<file path="config.mk">
export PLATFORM = sky130hd
export DESIGN_NAME = addr_sequencer_flat
export DESIGN_NICKNAME = d
export VERILOG_FILES = /design/src/rtl/addr_sequencer_if.sv /design/src/rtl/addr_sequencer.sv /design/src/flat_wrapper.sv
export SDC_FILE = /design/constraint.sdc
export NUM_CORES = 1
export LEC_CHECK = 0
export CAP_MARGIN = 40
export CORE_AREA = 3 3 61 63
export CTS_CLUSTER_SIZE = 12
export DETAILED_ROUTE_END_ITERATION = 10
export DIE_AREA = 0 0 64 66
export HOLD_SLACK_MARGIN = 0.08
export SETUP_SLACK_MARGIN = 0.5
export SYNTH_ARGS = -nofsm -noshare
export SYNTH_HDL_FRONTEND = slang
export SYNTH_SLANG_ARGS = --single-unit
</file>
<file path="constraint.sdc">
create_clock -name clk -period 2.6 [get_ports clk]
set_input_delay 0.52 -clock clk [delete_from_list [all_inputs] [get_ports clk]]
set_output_delay 0.52 -clock clk [all_outputs]
set_load 0.005 [all_outputs]
</file>
<file path="src/rtl/addr_sequencer_if.sv">
// rtl/addr_sequencer_if.sv - handshake and address bus bundle for addr_sequencer
// Signals:
//   start, size           run request and last index (driven by the controller)
//   in_valid, out_ready   per-cycle sample/accept qualifiers for LOAD / PROC
//   addr_wr, addr_rd      write / read address sequences into the 2x1 mux
//   sel                   mux select (0 = addr_wr, 1 = addr_rd)
//   wr_en, rd_en          memory write / read strobes
//   busy, done            run status
// Modports: master drives the requests, slave is the sequencer.
interface addr_sequencer_if #(
    parameter int AW = 6
);
    logic          start;
    logic [AW-1:0] size;
    logic          in_valid;
    logic          out_ready;
    logic [AW-1:0] addr_wr;
    logic [AW-1:0] addr_rd;
    logic          sel;
    logic          wr_en;
    logic          rd_en;
    logic          busy;
    logic          done;

    modport master (
        output start, size, in_valid, out_ready,
        input  addr_wr, addr_rd, sel, wr_en, rd_en, busy, done
    );

    modport slave (
        input  start, size, in_valid, out_ready,
        output addr_wr, addr_rd, sel, wr_en, rd_en, busy, done
    );
endinterface

</file>
<file path="src/rtl/addr_sequencer.sv">
// rtl/addr_sequencer.sv - LOAD/PROC address sequencer driving the 6-bit address mux
// Ports:
//   clk   in   rising-edge clock
//   rst   in   asynchronous active-high reset
//   bus   slave modport of addr_sequencer_if (start/size/in_valid/out_ready in;
//         addr_wr/addr_rd/sel/wr_en/rd_en/busy/done out)
// One accepted start runs a LOAD pass writing indices 0..size, then a PROC pass
// reading indices 0..size, then a single DONE cycle back to IDLE.
module addr_sequencer #(
    parameter int AW = 6
) (
    input  logic              clk,
    input  logic              rst,
    addr_sequencer_if.slave   bus
);

    typedef enum logic [1:0] {
        S_IDLE = 2'd0,
        S_LOAD = 2'd1,
        S_PROC = 2'd2,
        S_DONE = 2'd3
    } state_t;

    state_t        state_q;
    logic [AW-1:0] size_q;
    logic [AW-1:0] addr_wr_q;
    logic [AW-1:0] addr_rd_q;
    logic          sel_q;

    always_ff @(posedge clk or posedge rst) begin
        if (rst) begin
            state_q   <= S_IDLE;
            size_q    <= '0;
            addr_wr_q <= '0;
            addr_rd_q <= '0;
            sel_q     <= 1'b0;
        end else begin
            case (state_q)
                S_IDLE: begin
                    if (bus.start) begin
                        size_q    <= bus.size;
                        addr_wr_q <= '0;
                        sel_q     <= 1'b0;
                        state_q   <= S_LOAD;
                    end
                end
                S_LOAD: begin
                    // The terminal compare is taken before the increment, so a
                    // full-range size never wraps the counter back to zero.
                    if (bus.in_valid) begin
                        if (addr_wr_q == size_q) begin
                            addr_rd_q <= '0;
                            sel_q     <= 1'b1;
                            state_q   <= S_PROC;
                        end else begin
                            addr_wr_q <= addr_wr_q + AW'(1);
                        end
                    end
                end
                S_PROC: begin
                    if (bus.out_ready) begin
                        if (addr_rd_q == size_q) begin
                            state_q <= S_DONE;
                        end else begin
                            addr_rd_q <= addr_rd_q + AW'(1);
                        end
                    end
                end
                S_DONE: begin
                    // Counters and sel keep their final values until the next start.
                    state_q <= S_IDLE;
                end
                default: begin
                    state_q <= S_IDLE;
                end
            endcase
        end
    end

    assign bus.addr_wr = addr_wr_q;
    assign bus.addr_rd = addr_rd_q;
    assign bus.sel     = sel_q;
    assign bus.wr_en   = (state_q == S_LOAD) && bus.in_valid;
    assign bus.rd_en   = (state_q == S_PROC) && bus.out_ready;
    assign bus.busy    = (state_q == S_LOAD) || (state_q == S_PROC);
    assign bus.done    = (state_q == S_DONE);

endmodule

</file>
<file path="src/flat_wrapper.sv">
// flat-port wrapper written by rule: the top's interface ports become plain ports
module addr_sequencer_flat 
#(
    parameter int AW = 6
)
  (clk, rst, bus_start, bus_size, bus_in_valid, bus_out_ready, bus_addr_wr, bus_addr_rd, bus_sel, bus_wr_en, bus_rd_en, bus_busy, bus_done);
  addr_sequencer_if #(.AW(AW)) bus_i ();
  input  logic clk;
  input  logic rst;
  input wire logic [$bits(bus_i.start)-1:0] bus_start;
  input wire logic [$bits(bus_i.size)-1:0] bus_size;
  input wire logic [$bits(bus_i.in_valid)-1:0] bus_in_valid;
  input wire logic [$bits(bus_i.out_ready)-1:0] bus_out_ready;
  output wire logic [$bits(bus_i.addr_wr)-1:0] bus_addr_wr;
  output wire logic [$bits(bus_i.addr_rd)-1:0] bus_addr_rd;
  output wire logic [$bits(bus_i.sel)-1:0] bus_sel;
  output wire logic [$bits(bus_i.wr_en)-1:0] bus_wr_en;
  output wire logic [$bits(bus_i.rd_en)-1:0] bus_rd_en;
  output wire logic [$bits(bus_i.busy)-1:0] bus_busy;
  output wire logic [$bits(bus_i.done)-1:0] bus_done;
  assign bus_i.start = bus_start;
  assign bus_i.size = bus_size;
  assign bus_i.in_valid = bus_in_valid;
  assign bus_i.out_ready = bus_out_ready;
  assign bus_addr_wr = bus_i.addr_wr;
  assign bus_addr_rd = bus_i.addr_rd;
  assign bus_sel = bus_i.sel;
  assign bus_wr_en = bus_i.wr_en;
  assign bus_rd_en = bus_i.rd_en;
  assign bus_busy = bus_i.busy;
  assign bus_done = bus_i.done;
  addr_sequencer #(.AW(AW)) u_core (.clk(clk), .rst(rst), .bus(bus_i));
endmodule
</file>
==> impl_metrics.ini <==
[clock_tree]
cts_buffers = 3
clkSinkCount = 21
clk_pin_slew_ps = 130
clk_path_buf_depth = 2
cts_tree = done
clk_latency_ps = 320
ctsHtreeMaxLevel = 1
cts-root-buf = clkbuf_4

[routing]
drtAntennaViolNets = 0
firstDrtPassIters = 4
drc_errors = 0
avgRoutedWirePerCell_um = 14.7
vias = 1110
drt-vias-per-instance = 5.26
wirelength_um = 3110
first_iter_violations = 68

[sta]
fin_worst_skew_ps = 9.17
finalMaxSlewViolations = 0
setup_viol = 0
fmax_mhz = 496
fin_crit_sh = 0.776
max-slew-margin-rel = 0.674
fin_setup_tns_ps = 0
worstMarginPinSlew_ps = 486
period_needed_ps = 2020
rsz0062_at_grt = false
finalHoldViolCount = 0

[grt]
grt_max_degree = 22
grt_pass1_vias = 1078
grt.total_usage = 0.156
antenna_found_initial = 0
grt_pass1_wl_um = 5030
grt_overflow = 0

[place]
hpwl_um = 2140
io_buffers = 27
gp_congestion = 0.806
dp.cells = 196

[synth]
synth_seq_cells = 21
yosysTopAreaCellShare = 0.408
netlist_instances = 125
synth-seq-area-share = 0.408
syn_nets = 143
synth_compound_area_frac = 0.138
syn_area_um2 = 1290
yosysTopAreaCell = dfrtp_1
yosysUniqueCellTypes = 41
ys_top_cells_by_area = dfrtp_1, ha_1, mux2_2
muxShareOfSynthArea = 0.0689
ys_warn_count = 0
syn-mean-instance-area_um2 = 10.3
synth-simple-area-share = 0.191
synth_top_family_by_area = simple AND/OR/NAND/NOR gates
synth_xor_area_frac = 0.0951
synth-adder-area-share = 0.0680

[power]
peakVddDrop_mv = 0.595
p_per_area_nw_per_um2 = 1120
power_leakage_nw = 0.818

[critical_path]
cp_max_fo = 3
startpoint_type = register
crit_required_ps = 2080
cp_cell_sequence = buf_4 > inv_2 > ha_1 > dlygate4sd2_1
arrival_ps = 1500
cp_slowest_cell = dfrtp_2
endpoint_kind = output port
critPathKind = reg2out
critPathMaxStageDelay_ps = 430

[finish]
final_nets = 184
instances_no_fill = 211
layout_commonest_cell = clkdlybuf4s50_1
seqCellArea_um2 = 527
most-common-layout-cells = clkdlybuf4s50_1, dfrtp_1, buf_4
diodes = 0
fillCellCount = 296
area_delta_synth_final_pct = 39.1
multiInputGateArea_um2 = 791
drive_gt1_frac = 0.255

[floorplanning]
coreArea_um2 = 3280
die_area_um2 = 4220
ios = 28
fp.dieH_um = 66
die_w_um = 64
initial_core_util = 0.392
fp-row-count = 21

[run_status]
status = finished, final reports clean

[flow_run]
cap_violations = 0

[hold_path]
hp-class = in2async
## report_power, final
group	switching (mW)	internal (mW)	total (mW)
Combinational	0.546	0.661	1.21
Sequential	0.172	0.453	0.625
Clock	0.108	0.0601	0.168
Total	0.826	1.17	2.00
## layer usage
metal,vias to the layer above,share of wire,global-route usage
met4,0,0.012,0.0620
met1,544,0.47,0.195
met3,4,0.053,0.0510
met5,-,0,0
met2,28,0.46,0.246
li1,534,-,-
## final timing paths
path | from | endpoint | slack [ps] | cells after the start
min | rst | u_core.bus.addr_wr[4] | 520 | 3
min in group clk | u_core.bus.sel | u_core.bus.sel | 530 | 2
max | u_core.state_q[0] | bus_busy | 580 | 4
max in group asynchronous | rst | u_core.state_q[0] | 1850 | 3
max reg2reg | u_core.state_q[0] | u_core.bus.addr_wr[4] | 580 | 8
min reg2reg | u_core.bus.sel | u_core.bus.sel | 530 | 2
## layout make-up
type	instances	share of cell area
multi-input cells	94	0.441
flip-flops and latches	21	0.294
repair buffers	40	0.206
well taps	46	0.0321
clock buffers	4	0.0147
inverters	6	0.0126
## metrics by stage
stage	instance area [um^2]	hold slack [ps]	setup WS, ps	total power [mW]	util
finish	1790	518	583	2.00	0.546
global placement	1610	501	341	1.57	0.491
floorplan	1290	486	686	1.24	-
global route	1790	517	493	2.17	0.546
detailed placement	1610	495	307	1.59	0.491
CTS	1730	521	505	1.90	0.528
## state kept, by name, indices dropped and copies added (netlist names)
register	cells
u_core.bus.sel	1
u_core.bus.addr_rd	6
u_core.state_q	2
u_core.bus.addr_wr	6
u_core.size_q	6
## repair_timing
item / 4_1_cts / 5_1_grt
setup endpoints to repair: 7 / 8
gates resized for setup: 14 / 7
gates cloned: 0 / 0
buffers inserted: 7 / 4
pin swaps: 2 / 3
hold buffers: 0 / 0
## cells by family after synthesis
group	Yosys count
AOI/OAI and AO/OA	21
adders and majority gates	7
and+or+nand+nor	44
buffers and inverters	10
DFF	21
xor gates and xnor gates	14
muxes	8
## cells in the mapped netlist
cell type / count
buf_2: 2
a31oi_2: 1
xnor2_1: 6
ha_1: 7
xor2_1: 8
a221o_1: 1
a21o_4: 1
a211o_1: 1
o221ai_1: 2
nor4_2: 1
or2_2: 1
mux2_2: 7
nand4_1: 1
clkbuf_1: 2
and2_2: 1
dfrtp_1: 21
nor4_1: 2
o21ai_1: 1
nor4b_1: 1
and2_1: 2
o41ai_1: 1
and3_1: 3
nor2b_1: 4
nor2_1: 5
o211a_1: 1
nor3_1: 3
o32a_1: 1
a21o_2: 2
a21oi_1: 1
nand2_1: 7
nand3b_1: 1
o31ai_1: 1
o21ai_0: 3
nand3_1: 8
a211o_2: 1
inv_1: 6
nand2b_1: 1
or4_1: 3
a21bo_2: 1
mux2i_1: 1
o211ai_1: 2
## critical path, delay by kind of cell, from the launching register on
kind	cells	cell delay, ps
fa+ha+maj	1	240
flops	1	430
buf+inv	3	510
Power figures use the tool's default switching activity.
